**config.mk**
```make
export PLATFORM = sky130hd
export DESIGN_NAME = pwm_multi_flat
export DESIGN_NICKNAME = d
export VERILOG_FILES = /design/src/rtl/pwm_multi_if.sv /design/src/rtl/pwm_multi.sv /design/src/flat_wrapper.sv
export SDC_FILE = /design/constraint.sdc
export NUM_CORES = 1
export LEC_CHECK = 0
export ABC_AREA = 1
export BUFFER_PORTS_ARGS = -buffer_cell sky130_fd_sc_hd__buf_2
export CAP_MARGIN = 10
export CORE_UTILIZATION = 56
export CTS_BUF_LIST = sky130_fd_sc_hd__clkbuf_16
export CTS_CLUSTER_SIZE = 14
export DETAILED_ROUTE_END_ITERATION = 12
export GPL_ROUTABILITY_DRIVEN = 0
export PLACE_DENSITY = 0.78
export SLEW_MARGIN = 20
export SYNTH_ARGS = -nofsm -noshare
export SYNTH_HDL_FRONTEND = slang
export SYNTH_SLANG_ARGS = --single-unit
```
**constraint.sdc**
```tcl
create_clock -name clk -period 5.51 [get_ports clk]
set_clock_uncertainty 0.05 [all_clocks]
set_input_delay 0 -clock clk [delete_from_list [all_inputs] [get_ports clk]]
set_output_delay 0 -clock clk [all_outputs]
set_load 0.01 [all_outputs]
```
**src/rtl/pwm_multi_if.sv**
```systemverilog
// rtl/pwm_multi_if.sv - register-side and pin-side signal bundle for pwm_multi
//
// The center signal and its modport entries exist only when PWM_MULTI_CENTER_EN
// is defined.
interface pwm_multi_if #(
    parameter int CHANNELS = 4,
    parameter int WIDTH    = 16
);
    logic                      en;
    logic [WIDTH-1:0]          top;
    logic [CHANNELS*WIDTH-1:0] duty;
    logic [CHANNELS-1:0]       wr_en;
`ifdef PWM_MULTI_CENTER_EN
    logic                      center;
`endif
    logic [CHANNELS-1:0]       out;
    logic                      period_start;

`ifdef PWM_MULTI_CENTER_EN
    modport master (
        output en, top, duty, wr_en, center,
        input  out, period_start
    );
    modport slave (
        input  en, top, duty, wr_en, center,
        output out, period_start
    );
`else
    modport master (
        output en, top, duty, wr_en,
        input  out, period_start
    );
    modport slave (
        input  en, top, duty, wr_en,
        output out, period_start
    );
`endif
endinterface

```
**src/rtl/pwm_multi.sv**
```systemverilog
// rtl/pwm_multi.sv - multi-channel phase-aligned PWM, optional center mode via PWM_MULTI_CENTER_EN
//
// One shared counter drives all channels. Duty values go through a shadow
// register and are copied into the active compare register only on the wrap
// edge, so a period in flight never sees a partial update. A write landing on
// the wrap edge itself bypasses the shadow and is used immediately.
module pwm_multi #(
    parameter int CHANNELS = 4,
    parameter int WIDTH    = 16
) (
    input logic        clk,
    input logic        rst,
    pwm_multi_if.slave bus
);
    localparam logic [WIDTH-1:0] ONE = {{(WIDTH-1){1'b0}}, 1'b1};

    logic [WIDTH-1:0]    ctr_q, ctr_d;
    logic [WIDTH-1:0]    shadow_q [CHANNELS];
    logic [WIDTH-1:0]    shadow_d [CHANNELS];
    logic [WIDTH-1:0]    active_q [CHANNELS];
    logic [WIDTH-1:0]    active_d [CHANNELS];
    logic [CHANNELS-1:0] out_q, out_d;
    logic                ps_q, ps_d;

    // Counter value the next enabled edge would load; a wrap is any edge whose
    // next counter value is zero, in both counting modes.
    logic [WIDTH-1:0]    ctr_next;
    logic                wrap;

`ifdef PWM_MULTI_CENTER_EN
    // dir_q: 0 = counting up, 1 = counting down.
    // center_q: mode in force for the current period, latched at each wrap.
    logic                dir_q, dir_d;
    logic                dir_next;
    logic                center_q, center_d;
`endif

    // Counter stepping for the mode in force this period
    always_comb begin
        ctr_next = '0;
`ifdef PWM_MULTI_CENTER_EN
        dir_next = 1'b0;
        if (center_q) begin
            if (bus.top == '0) begin
                ctr_next = '0;
                dir_next = 1'b0;
            end else if (!dir_q) begin
                // Turn around at top, or immediately if top dropped below ctr
                if (ctr_q >= bus.top) begin
                    ctr_next = ctr_q - ONE;
                    dir_next = 1'b1;
                end else begin
                    ctr_next = ctr_q + ONE;
                    dir_next = 1'b0;
                end
            end else if (ctr_q == '0) begin
                // Down at zero cannot follow a wrap; recover by heading up
                ctr_next = ONE;
                dir_next = 1'b0;
            end else begin
                ctr_next = ctr_q - ONE;
                dir_next = 1'b1;
            end
        end else
`endif
        begin
            if (ctr_q >= bus.top) begin
                ctr_next = '0;
            end else begin
                ctr_next = ctr_q + ONE;
            end
        end
    end

    assign wrap = (ctr_next == '0);

    // Next-state for shadow/active registers, counter, compare outputs and strobe
    always_comb begin
        ctr_d = ctr_q;
        out_d = out_q;
        ps_d  = 1'b0;
`ifdef PWM_MULTI_CENTER_EN
        dir_d    = dir_q;
        center_d = center_q;
`endif
        for (int i = 0; i < CHANNELS; i++) begin
            shadow_d[i] = shadow_q[i];
            active_d[i] = active_q[i];
            if (bus.wr_en[i]) begin
                shadow_d[i] = bus.duty[i*WIDTH +: WIDTH];
            end
        end

        if (bus.en) begin
            ctr_d = ctr_next;
            ps_d  = wrap;
            for (int i = 0; i < CHANNELS; i++) begin
                out_d[i] = (active_q[i] > ctr_q);
            end
            if (wrap) begin
                // shadow_d already carries a same-edge write, giving the bypass
                for (int i = 0; i < CHANNELS; i++) begin
                    active_d[i] = shadow_d[i];
                end
`ifdef PWM_MULTI_CENTER_EN
                dir_d    = 1'b0;
                center_d = bus.center;
`endif
            end else begin
`ifdef PWM_MULTI_CENTER_EN
                dir_d = dir_next;
`endif
            end
        end
    end

    // State registers with synchronous reset
    always_ff @(posedge clk) begin
        if (rst) begin
            ctr_q <= '0;
            out_q <= '0;
            ps_q  <= 1'b0;
            for (int i = 0; i < CHANNELS; i++) begin
                shadow_q[i] <= '0;
                active_q[i] <= '0;
            end
`ifdef PWM_MULTI_CENTER_EN
            dir_q    <= 1'b0;
            center_q <= 1'b0;
`endif
        end else begin
            ctr_q <= ctr_d;
            out_q <= out_d;
            ps_q  <= ps_d;
            for (int i = 0; i < CHANNELS; i++) begin
                shadow_q[i] <= shadow_d[i];
                active_q[i] <= active_d[i];
            end
`ifdef PWM_MULTI_CENTER_EN
            dir_q    <= dir_d;
            center_q <= center_d;
`endif
        end
    end

    // Outputs come straight from flops
    assign bus.out          = out_q;
    assign bus.period_start = ps_q;
endmodule

```
**src/flat_wrapper.sv**
```systemverilog
// flat-port wrapper written by rule: the top's interface ports become plain ports
module pwm_multi_flat 
#(
    parameter int CHANNELS = 4,
    parameter int WIDTH    = 16
)
  (clk, rst, bus_en, bus_top, bus_duty, bus_wr_en, bus_out, bus_period_start);
  pwm_multi_if #(.CHANNELS(CHANNELS), .WIDTH(WIDTH)) bus_i ();
  input logic clk;
  input logic rst;
  input wire logic [$bits(bus_i.en)-1:0] bus_en;
  input wire logic [$bits(bus_i.top)-1:0] bus_top;
  input wire logic [$bits(bus_i.duty)-1:0] bus_duty;
  input wire logic [$bits(bus_i.wr_en)-1:0] bus_wr_en;
  output wire logic [$bits(bus_i.out)-1:0] bus_out;
  output wire logic [$bits(bus_i.period_start)-1:0] bus_period_start;
  assign bus_i.en = bus_en;
  assign bus_i.top = bus_top;
  assign bus_i.duty = bus_duty;
  assign bus_i.wr_en = bus_wr_en;
  assign bus_out = bus_i.out;
  assign bus_period_start = bus_i.period_start;
  pwm_multi #(.CHANNELS(CHANNELS), .WIDTH(WIDTH)) u_core (.clk(clk), .rst(rst), .bus(bus_i));
endmodule
```
==> impl_metrics.py, run 1 <==
metrics = {
    "sta": {
        "setup_viol": 0,
        "fin_ws_ps": 1980,
        "rsz0062_at_grt": "false",
        "slew-limit-headroom_pct": 29.1,
        "post-route-min-period_ps": 3530,
        "worst_slew_pin_slew_ps": 1060,
        "fmax_ghz": 0.283,
        "period_share_pct": 64.1,
        "tns_ps": 0,
        "finalHoldViolCount": 0,
        "slew_viol_final": 0,
    },
    "logic_synthesis": {
        "synth_seq_area_share_pct": 37.4,
        "yosys.area.top_type": "dfxtp_1",
        "syn_nets": 1185,
        "synth_seq_cells": 149,
        "synthTopCellsByArea": "dfxtp_1, ha_1, nor2_1",
        "yosysWarnings": 0,
        "synth_top_area_share_pct": 37.4,
        "netlist_instances": 1017,
        "synth_cell_type_count": 32,
        "synth_area_mm2": 0.00797,
        "avgSynthCellArea_um2": 7.84,
    },
    "drt": {
        "drt_pass1_iterations": 5,
        "drc": 0,
        "wl_per_cell_um": 14.9,
        "drtIter0Drc": 522,
        "via_count": 7283,
        "wirelength_mm": 19.8,
        "viasPerCell": 5.46,
        "ant_nets": 0,
    },
    "die": {
        "floorplan.die.height_um": 121,
        "rows": 43,
        "dieArea_mm2": 0.0147,
        "io_pins": 92,
        "fp.dieW_um": 121,
        "core_mm2": 0.0139,
        "initial_core_util_pct": 57.4,
    },
    "clock_network": {
        "cts_setup_buffers": 0,
        "clk_path_buf_depth": 2,
        "path_clk_slew_ps": 60,
        "insertion_delay_ps": 430,
        "cts_root_buf": "clkbuf_16",
        "cts_sinks": 149,
        "cts_max_level": 4,
        "cts_tree": "yes",
        "cts_resized": 0,
        "cts_made_buffers": 17,
    },
    "critical_path": {
        "path_class": "reg -> reg",
        "crit_family": "simple AND/OR/NAND/NOR gates",
        "cp_slowest_cell": "nor2_4",
        "r2r_cells": 16,
        "start_kind": "flip-flop",
        "rr_startpoint": "u_core.ctr_q[0]$_SDFFE_PP0P_",
        "crit_path_max_incr_delay_ps": 660,
        "crit_required_ps": 5790,
        "cp.depth": 16,
        "cp-end-kind": "flip-flop",
        "arrival_ps": 3810,
        "path_cells": "inv_1 -> ha_1 -> nand2_1 -> nor2_1 -> nor2_1 -> nand2_1 -> nand2_1 -> nand2_1 -> nand2_1 -> o211ai_1 -> nand2_1 -> nor2_4 -> buf_4 -> nand4_1 -> nand2_1 -> nor2_1",
        "r2r_end": "u_core.active_q[0][42]$_SDFFE_PP0P_",
        "rrSetupSlack_ps": 1980,
        "crit_top_cell": "nand2_1",
        "critPathMaxFanout": 36,
        "crit_buf_inv": 2,
    },
    "cells_and_area": {
        "fill_cells": 1108,
        "area_growth_pct": 20.8,
        "final_cell_mix": "nor2_1, nand2_1, dfxtp_1",
        "drive_gt1_share_pct": 12.6,
        "num_antenna_cells": 0,
        "final_common_cell": "nor2_1",
        "finalNetCount": 1310,
    },
    "grt": {
        "grt_pass1_wl_mm": 32.7,
        "grt_max_degree": 80,
        "grt_pass1_vias": 6860,
        "grt_usage_pct": 28.7,
        "grt_antenna_before_repair": 0,
        "grt_overflow": 0,
    },
    "pwr": {
        "power_frac_clock_pct": 40.9,
        "p_switching_w": 0.000763,
        "power_density_mw_per_mm2": 284,
        "finalPower_w": 0.00273,
        "switching_share_pct": 27.9,
        "leakagePower_nw": 4.57,
        "power.internal_w": 0.00197,
        "vdd_drop_max_uv": 228,
        "seqPwrFrac_pct": 42.2,
        "p_comb_share_pct": 16.8,
    },
    "status": {
        "status": "finished clean",
    },
    "place": {
        "numPortBuffers": 91,
        "dp_hpwl_mm": 12.8,
        "pre_cts_slack_ps": 2060,
    },
    "job": {
        "maxCapViolCount": 0,
    },
    "min_path": {
        "min_to": "u_core.ctr_q[0]$_SDFFE_PP0P_",
        "worstHoldPathCells": 3,
        "hold_path_class": "in -> reg",
        "hp-start": "bus_en",
    },
}
## state kept, by name (all words and copies together) (netlist names)
register,cells
u_core.active_q,64
u_core.bus.out,4
u_core.shadow_q,64
u_core.bus.period_start,1
u_core.ctr_q,16
## kinds of logic (layout without fill, tap and decap cells)
family / after synthesis / count (layout) / share of synthesized area (%)
mux: 64 / 64 / 8.04
xor+xnor: 3 / 3 / 0.330
flops: 149 / 149 / 37.4
simple gates: 499 / 499 / 27.5
compound gates: 109 / 109 / 7.85
buf+inv: 112 / 250 / 6.18
fa+ha+maj: 81 / 81 / 12.7
## cell usage after synthesis
| master | n |
|---|---|
| nor2_1 | 215 |
| nor2_2 | 5 |
| a21oi_1 | 56 |
| o21ai_0 | 22 |
| mux2i_1 | 64 |
| inv_2 | 1 |
| nor2_8 | 1 |
| buf_6 | 6 |
| buf_2 | 19 |
| o21ai_1 | 3 |
| o211ai_1 | 5 |
| inv_1 | 56 |
| nor3_1 | 10 |
| nand2_1 | 169 |
| nand2_2 | 4 |
| buf_4 | 1 |
| nand3_1 | 10 |
| nor2_4 | 3 |
| nand3_2 | 5 |
| xor2_1 | 3 |
| nand3b_2 | 1 |
| o21a_1 | 9 |
| buf_1 | 6 |
| a21o_1 | 5 |
| ha_1 | 81 |
| dfxtp_1 | 149 |
| nand4_1 | 75 |
| clkbuf_1 | 22 |
| nand3b_1 | 1 |
| clkinv_1 | 1 |
| o221ai_1 | 8 |
| a211oi_1 | 1 |
## tightest hold or removal path, stage by stage
cell     delay [ps]
buf_2           290
nand2_1         140
a21oi_1          50
## area by class of cell
class | instances | area, um^2 | share of cell area, %
Inverter | 58 | 218 | 2.26
Timing Repair Buffer | 160 | 1130 | 11.8
Clock inverter | 15 | 139 | 1.44
Clock buffer | 17 | 425 | 4.42
Multi-Input combinational cell | 756 | 4510 | 46.8
Sequential cell | 149 | 2980 | 31.0
Tap cell | 180 | 225 | 2.34
## power by group through the flow
| stage | clock, W | combinational (W) | sequential [W] |
|---|---|---|---|
| floorplan | 0 | 0.000309 | 0.00117 |
| global placement | 0 | 0.000409 | 0.00117 |
| detailed placement | 0 | 0.000417 | 0.00118 |
| CTS | 0.00113 | 0.000454 | 0.00115 |
| global route | 0.00118 | 0.000516 | 0.00116 |
| finish | 0.00112 | 0.000460 | 0.00115 |
## routing by layer
layer  GRT usage, %  part of all wire, %  up-vias
met5              0                    0        -
met4           15.5                  3.8        0
met3           6.48                  6.6       59
met2           46.1                   46      234
met1           35.5                   44     3306
li1               -                    -     3684
## per-stage QoR
step	util, %	std cells	hold WS (ps)	area, um^2
after floorplan	-	1017	116	7970
after global placement	60.7	1239	219	8420
after detailed placement	60.7	1239	225	8420
after CTS	69.4	1335	33.1	9630
after global routing	69.4	1335	92.4	9630
final	69.4	1335	57.4	9630
## worst max path at each step
stage                                             from                                   to  slack [ps]
after floorplan           u_core.ctr_q[0]$_SDFFE_PP0P_  u_core.active_q[0][10]$_SDFFE_PP0P_        3200
after global placement    u_core.ctr_q[0]$_SDFFE_PP0P_  u_core.active_q[0][50]$_SDFFE_PP0P_        2150
after detailed placement  u_core.ctr_q[0]$_SDFFE_PP0P_   u_core.active_q[0][1]$_SDFFE_PP0P_        2060
after CTS                 u_core.ctr_q[0]$_SDFFE_PP0P_   u_core.active_q[0][1]$_SDFFE_PP0P_        2040
after global routing      u_core.ctr_q[0]$_SDFFE_PP0P_  u_core.active_q[0][41]$_SDFFE_PP0P_        1660
final                     u_core.ctr_q[0]$_SDFFE_PP0P_  u_core.active_q[0][42]$_SDFFE_PP0P_        1980
## timing repair
item | CTS | global route
hold buffers | 64 | 0
setup endpoints to repair | 0 | 0
endpoints found under the hold margin | 128 | 0
Note: power is estimated with default switching activity, not from simulation.
==> run 2: changes to the inputs <==
--- a/config.mk
+++ b/config.mk
@@ -5,15 +5,15 @@
 export SDC_FILE = /design/constraint.sdc
 export NUM_CORES = 1
 export LEC_CHECK = 0
-export ABC_AREA = 1
+export ABC_AREA = 0
 export BUFFER_PORTS_ARGS = -buffer_cell sky130_fd_sc_hd__buf_2
 export CAP_MARGIN = 10
-export CORE_UTILIZATION = 56
+export CORE_UTILIZATION = 53
 export CTS_BUF_LIST = sky130_fd_sc_hd__clkbuf_16
 export CTS_CLUSTER_SIZE = 14
 export DETAILED_ROUTE_END_ITERATION = 12
 export GPL_ROUTABILITY_DRIVEN = 0
-export PLACE_DENSITY = 0.78
+export PLACE_DENSITY = 0.77
 export SLEW_MARGIN = 20
 export SYNTH_ARGS = -nofsm -noshare
 export SYNTH_HDL_FRONTEND = slang
==> constraint.sdc (replaced) <==
create_clock -name clk -period 2.8 [get_ports clk]
set_clock_uncertainty 0.05 [all_clocks]
set_input_delay 0 -clock clk [delete_from_list [all_inputs] [get_ports clk]]
set_output_delay 0 -clock clk [all_outputs]
set_load 0.01 [all_outputs]
==> run 2 against run 1 <==
Net effect: via count shrank 12%; combinational power grew 45%; wire length shrank 4.6%; non-clock buffer count grew 23; final area grew 4.2%; clock-buffer cell count is the same; global-route usage shrank 4.0 points; largest power group unchanged.
==> impl_metrics.py, run 2 <==
metrics = {
    "critical_path": {
        "path_cells": "inv_1 -> ha_1 -> nand2b_4 -> a2111oi_4 -> a2111oi_0 -> or3_4 -> a21oi_4 -> buf_12 -> buf_12 -> mux2_2",
        "start_kind": "flip-flop",
        "cp-end-kind": "flip-flop",
        "crit_path_max_incr_delay_ps": 440,
        "crit_family": "compound AO/OA/AOI/OAI gates",
        "arrival_ps": 2990,
        "path_class": "reg -> reg",
        "crit_buf_inv": 3,
        "cp_slowest_cell": "or3_4",
        "crit_top_cell": "buf_12",
        "crit_required_ps": 3070,
        "critPathMaxFanout": 16,
    },
    "clock_network": {
        "cts_tree": "yes",
        "insertion_delay_ps": 430,
        "cts_made_buffers": 17,
        "cts_max_level": 4,
        "clk_path_buf_depth": 2,
        "cts_root_buf": "clkbuf_16",
        "path_clk_slew_ps": 60,
        "cts_sinks": 149,
    },
    "logic_synthesis": {
        "synth_area_mm2": 0.00804,
        "netlist_instances": 813,
        "ys.flop_type": "dfxtp_1",
        "synth_edf_count": 0,
        "yosys.area.top_type": "dfxtp_1",
        "synth_common_cells": "dfxtp_1, nor2_1, ha_1",
        "yosysMostFrequentCell": "dfxtp_1",
        "synth_seq_area_share_pct": 37.1,
        "synth_cell_type_count": 49,
        "yosysWarnings": 0,
        "synth_top_area_share_pct": 37.1,
        "avgSynthCellArea_um2": 9.89,
        "syn_nets": 981,
        "synth_seq_cells": 149,
        "ys_async_sr_fraction_pct": 0,
        "synthTopCellsByArea": "dfxtp_1, ha_1, mux2_4",
    },
    "grt": {
        "gr-usage-met2_pct": 41.8,
        "grt.met1_usage_pct": 30.5,
        "grt_use_met3_pct": 4.62,
        "busiest_layer": "met2",
        "grt_usage_pct": 24.7,
        "grt_max_degree": 51,
        "grt_pass1_vias": 6373,
        "grt_pass1_wl_mm": 30.8,
        "grt_antenna_before_repair": 0,
        "grt_overflow": 0,
    },
    "job": {
        "maxCapViolCount": 0,
    },
    "die": {
        "core_mm2": 0.0146,
        "io_pins": 92,
        "initial_core_util_pct": 54.9,
        "fp.dieW_um": 125,
        "dieArea_mm2": 0.0157,
        "floorplan.die.height_um": 125,
        "rows": 44,
    },
    "drt": {
        "ant_nets": 0,
        "wl_per_cell_um": 16.2,
        "wirelength_mm": 18.9,
        "viasPerCell": 5.49,
        "drc": 0,
        "drtIter0Drc": 435,
        "drt_pass1_iterations": 6,
        "via_count": 6437,
    },
    "cells_and_area": {
        "finalNetCount": 1143,
        "postLayoutCoreUtil_pct": 68.5,
        "area_growth_pct": 24.8,
        "num_antenna_cells": 0,
        "top_regs": "u_core.active_q x64, u_core.shadow_q x64, u_core.ctr_q x16",
        "final_cell_mix": "dfxtp_1, buf_2, nor2_1",
        "drive_gt1_share_pct": 23.4,
        "stdcell_area_mm2": 0.0100,
        "final_common_cell": "dfxtp_1",
    },
    "sta": {
        "slew-limit-headroom_pct": 63.4,
        "post-route-min-period_ps": 2710,
        "period_share_pct": 96.8,
        "slew_viol_final": 0,
        "tns_ps": 0,
        "fmax_ghz": 0.369,
        "worst_slew_pin_slew_ps": 548,
        "setup_viol": 0,
        "finalHoldViolCount": 0,
    },
    "place": {
        "placed_cell_area_mm2": 0.00871,
        "numPortBuffers": 91,
        "dp_hpwl_mm": 12.5,
    },
    "pwr": {
        "vdd_drop_max_uv": 456,
        "leakagePower_nw": 4.73,
        "finalPower_w": 0.00509,
        "power_density_mw_per_mm2": 507,
    },
    "status": {
        "status": "finished clean",
    },
    "min_path": {
        "hold_path_class": "in -> reg",
    },
}
[run 2: cell types whose count changed after synthesis, sizes merged, moves of 6 or more]
cell / delta
a21oi: -18
a22o: +6
buf: -19
inv: -19
mux2: +64
nand2: -138
nand4: -60
nor2: -138
nor2b: +64
nor4: +11
[run 2: worst register-to-register path, delay by kind of cell, from the launching register on]
family,cells,cell delay [ps]
compound gates,3,650
fa+ha+maj,1,260
buf+inv,3,380
flops,1,330
mux,1,360
simple gates,2,590
[run 2: through the flow]
step | hold slack (ps) | instances | setup slack [ps]
after floorplan | 128 | 813 | 63.2
after global placement | 238 | 1073 | 89.7
after detailed placement | 245 | 1073 | 56.3
after CTS | 9.64 | 1169 | 32.6
after global routing | 63.9 | 1172 | -3.34
final | 23.5 | 1172 | 88.5
[run 2: cell type report]
| class | instances | area, um^2 |
|---|---|---|
| clock buffers | 17 | 425 |
| clock inverters | 15 | 131 |
| fillers | 1103 | 4610 |
| inverters | 38 | 143 |
| multi-input cells | 586 | 4720 |
| flip-flops and latches | 149 | 2990 |
| well taps | 184 | 230 |
| repair buffers | 183 | 1400 |
[run 2: what timing repair did]
item                                    4_1_cts  5_1_grt
setup buffers                                 0        1
gates resized for setup                       0       15
endpoints found under the setup margin        0       66
endpoints found under the hold margin       116        0
hold buffers                                 64        0
[run 2: routing by layer]
metal	part of all wire, %	up-vias
li1	-	3198
met1	45	2993
met3	4.8	41
met5	0	-
met4	2.2	0
met2	48	205
[run 2: cells by family (layout without fill, tap and decap cells)]
group                      count (synthesis)  count (layout)  synth area share [%]
muxes                                    128             128                  19.2
and+or+nand+nor                          258             258                  16.5
xor gates and xnor gates                   4               4                 0.436
buffers and inverters                     78             253                  4.89
AOI/OAI and AO/OA                        115             115                  9.22
adders and majority gates                 81              81                  12.6
DFF                                      149             149                  37.1
[run 2: path summary, 6_finish.rpt]
kind | from | to | slack (ps) | depth (start not counted)
max reg2reg | u_core.ctr_q[0]$_SDFFE_PP0P_ | u_core.active_q[0][63]$_SDFFE_PP0P_ | 90 | 10
min | rst | u_core.ctr_q[2]$_SDFFE_PP0P_ | 20 | 2
min reg2reg | u_core.ctr_q[14]$_SDFFE_PP0P_ | u_core.ctr_q[14]$_SDFFE_PP0P_ | 440 | 2
max | u_core.ctr_q[0]$_SDFFE_PP0P_ | u_core.active_q[0][63]$_SDFFE_PP0P_ | 90 | 10
[run 2: where the power goes]
group	switching (W)	leakage [nW]	internal, W
clock	0.000936	0.267	0.00123
sequential	0.0000443	1.22	0.00221
combinational	0.000309	3.24	0.000359
==> run 3: changes to the inputs <==
--- a/config.mk
+++ b/config.mk
@@ -8,12 +8,14 @@
 export ABC_AREA = 0
 export BUFFER_PORTS_ARGS = -buffer_cell sky130_fd_sc_hd__buf_2
 export CAP_MARGIN = 10
-export CORE_UTILIZATION = 53
+export CELL_PAD_IN_SITES_DETAIL_PLACEMENT = 2
+export CELL_PAD_IN_SITES_GLOBAL_PLACEMENT = 2
+export CORE_UTILIZATION = 40
 export CTS_BUF_LIST = sky130_fd_sc_hd__clkbuf_16
 export CTS_CLUSTER_SIZE = 14
 export DETAILED_ROUTE_END_ITERATION = 12
 export GPL_ROUTABILITY_DRIVEN = 0
-export PLACE_DENSITY = 0.77
+export PLACE_DENSITY = 0.86
 export SLEW_MARGIN = 20
 export SYNTH_ARGS = -nofsm -noshare
 export SYNTH_HDL_FRONTEND = slang
==> constraint.sdc (replaced) <==
create_clock -name clk -period 3.3 [get_ports clk]
set_clock_uncertainty 0.05 [all_clocks]
set_input_delay 0 -clock clk [delete_from_list [all_inputs] [get_ports clk]]
set_output_delay 0 -clock clk [all_outputs]
set_load 0.01 [all_outputs]
==> run 3 against run 2 <==
Net effect: clock power shrank 9%; utilization shrank 18 points; sequential share of layout area grew 0.24 points; hold slack gained 72 ps; final cell count grew 5.5%; setup slack gained 95 ps; critical path depth shrank 1; via count grew 9.5%; first-iteration DRC count shrank 33%; clock-buffer cell count is the same; flip-flop and latch count is the same; critical endpoint is now u_core.active_q[0][56]$_SDFFE_PP0P_.
==> impl_metrics.py, run 3 (synthesized netlist as in run 2, its figures left out) <==
metrics = {
    "status": {
        "status": "finished clean",
    },
    "cells_and_area": {
        "final_common_cell": "dfxtp_1",
        "drive_gt1_share_pct": 21.2,
        "postLayoutCoreUtil_pct": 50.7,
        "finalNonFillerCells": 1237,
        "finalNetCount": 1128,
        "top_regs": "u_core.active_q x64, u_core.shadow_q x64, u_core.ctr_q x16",
        "area_growth_pct": 23.6,
        "num_antenna_cells": 0,
        "final_cell_mix": "dfxtp_1, buf_2, nor2_1",
    },
    "sta": {
        "finalHoldWorstSlack_ps": 95.4,
        "finalHoldViolCount": 0,
        "tns_ps": 0,
        "slew_viol_final": 0,
        "post-route-min-period_ps": 3120,
        "setup_viol": 0,
        "rsz0062_at_grt": "false",
        "slew-limit-headroom_pct": 58.9,
        "period_share_pct": 94.5,
        "worst_slew_pin_slew_ps": 616,
        "fmax_ghz": 0.321,
    },
    "critical_path": {
        "crit_path_max_incr_delay_ps": 460,
        "crit_family": "simple AND/OR/NAND/NOR gates",
        "r2r_end": "u_core.active_q[0][56]$_SDFFE_PP0P_",
        "crit_end": "u_core.active_q[0][56]$_SDFFE_PP0P_",
        "start_kind": "flip-flop",
        "startpoint": "u_core.ctr_q[1]$_SDFFE_PP0P_",
        "cp.depth": 9,
        "critPathMaxFanout": 11,
        "r2r_cells": 9,
        "path_class": "reg -> reg",
        "cp_slowest_cell": "dfxtp_1",
        "arrival_ps": 3400,
        "crit_buf_inv": 1,
        "path_cells": "ha_1 -> and4_1 -> nand2_1 -> o31ai_1 -> nand3_1 -> nor4_2 -> a21oi_4 -> buf_4 -> mux2_4",
        "cp-end-kind": "flip-flop",
        "rrSetupSlack_ps": 180,
        "rr_startpoint": "u_core.ctr_q[1]$_SDFFE_PP0P_",
        "crit_required_ps": 3580,
    },
    "clock_network": {
        "cts_tree": "yes",
        "cts_sinks": 149,
        "clk_path_buf_depth": 2,
        "cts_made_buffers": 17,
        "cts_setup_buffers": 0,
        "path_clk_slew_ps": 60,
        "cts_root_buf": "clkbuf_16",
        "cts_max_level": 4,
        "insertion_delay_ps": 450,
    },
    "grt": {
        "grt_usage_pct": 32.1,
        "grt_pass1_wl_mm": 48.1,
        "grt_antenna_before_repair": 0,
        "grt_pass1_vias": 8091,
        "grt_max_degree": 72,
        "grt_overflow": 0,
    },
    "drt": {
        "viasPerCell": 5.70,
        "ant_nets": 0,
        "drt_pass1_iterations": 5,
        "drtIter0Drc": 291,
        "wirelength_mm": 31.8,
        "wl_per_cell_um": 25.7,
        "via_count": 7051,
        "drc": 0,
    },
    "place": {
        "placed_cells": 1141,
        "dp_hpwl_mm": 16.9,
        "numPortBuffers": 91,
    },
    "min_path": {
        "worstHoldPathCells": 3,
        "hp-start": "bus_wr_en[0]",
        "hold_path_class": "in -> reg",
    },
    "pwr": {
        "finalPower_w": 0.00454,
        "power_density_mw_per_mm2": 457,
        "vdd_drop_max_uv": 407,
        "leakagePower_nw": 4.63,
    },
    "die": {
        "fp.dieW_um": 144,
        "rows": 51,
        "core_mm2": 0.0196,
        "io_pins": 92,
        "floorplan.die.height_um": 144,
        "dieArea_mm2": 0.0207,
        "initial_core_util_pct": 41.0,
    },
    "job": {
        "maxCapViolCount": 0,
    },
}
[run 3: cell types whose count changed in the layout (fill, tap and decap cells not counted), sizes merged]
cell,delta
clkinv,+1
inv,-3
buf,-14
bufinv,+1
clkbuf,-2
dlygate4sd3,+1
[run 3: timing repair]
action	4_1_cts	5_1_grt
hold buffers	65	0
resized for setup	0	2
hold endpoints to repair	100	0
setup endpoints to repair	0	14
[run 3: per-stage QoR]
| stage | area [um^2] | setup slack (ps) |
|---|---|---|
| after global placement | 8710 | 373 |
| after CTS | 9920 | 264 |
| after global routing | 9930 | 117 |
| final | 9930 | 183 |
| after floorplan | 8040 | 460 |
| after detailed placement | 8710 | 303 |
[run 3: final cells by class]
class | count | area [um^2]
Clock inverter | 14 | 136
Inverter | 38 | 143
Timing Repair Buffer | 168 | 1240
Sequential cell | 149 | 2980
Fill cell | 2012 | 9660
Tap cell | 265 | 332
Clock buffer | 17 | 425
Multi-Input combinational cell | 586 | 4680
[run 3: worst register-to-register path, delay by kind of cell (launching register included)]
family                     cells  cell delay, ps
and+or+nand+nor                4            1090
muxes                          1             330
DFF                            1             460
buffers and inverters          1             230
adders and majority gates      1             410
AOI/OAI and AO/OA              2             440
[run 3: worst min-delay path by stage]
| stage | end | slack [ps] |
|---|---|---|
| floorplan | u_core.shadow_q[0][0]$_SDFF_PP0_ | 130 |
| global placement | u_core.shadow_q[0][4]$_SDFF_PP0_ | 240 |
| detailed placement | u_core.shadow_q[0][1]$_SDFF_PP0_ | 260 |
| CTS | u_core.shadow_q[0][44]$_SDFF_PP0_ | 80 |
| global route | u_core.shadow_q[0][58]$_SDFF_PP0_ | 140 |
| finish | u_core.shadow_q[0][9]$_SDFF_PP0_ | 100 |
[run 3: layer usage]
| layer | track usage, % | vias up | part of all wire [%] |
|---|---|---|---|
| met5 | 0 | - | 0 |
| li1 | - | 3160 | - |
| met2 | 59.4 | 240 | 52 |
| met3 | 4.57 | 107 | 3.8 |
| met1 | 34.7 | 3544 | 39 |
| met4 | 18.3 | 0 | 4.7 |
[run 3: power by group]
part / internal (W) / total, W / switching (W)
logic: 0.000300 / 0.000638 / 0.000338
registers: 0.00188 / 0.00193 / 0.0000488
clock network: 0.00110 / 0.00197 / 0.000873
total: 0.00328 / 0.00454 / 0.00126
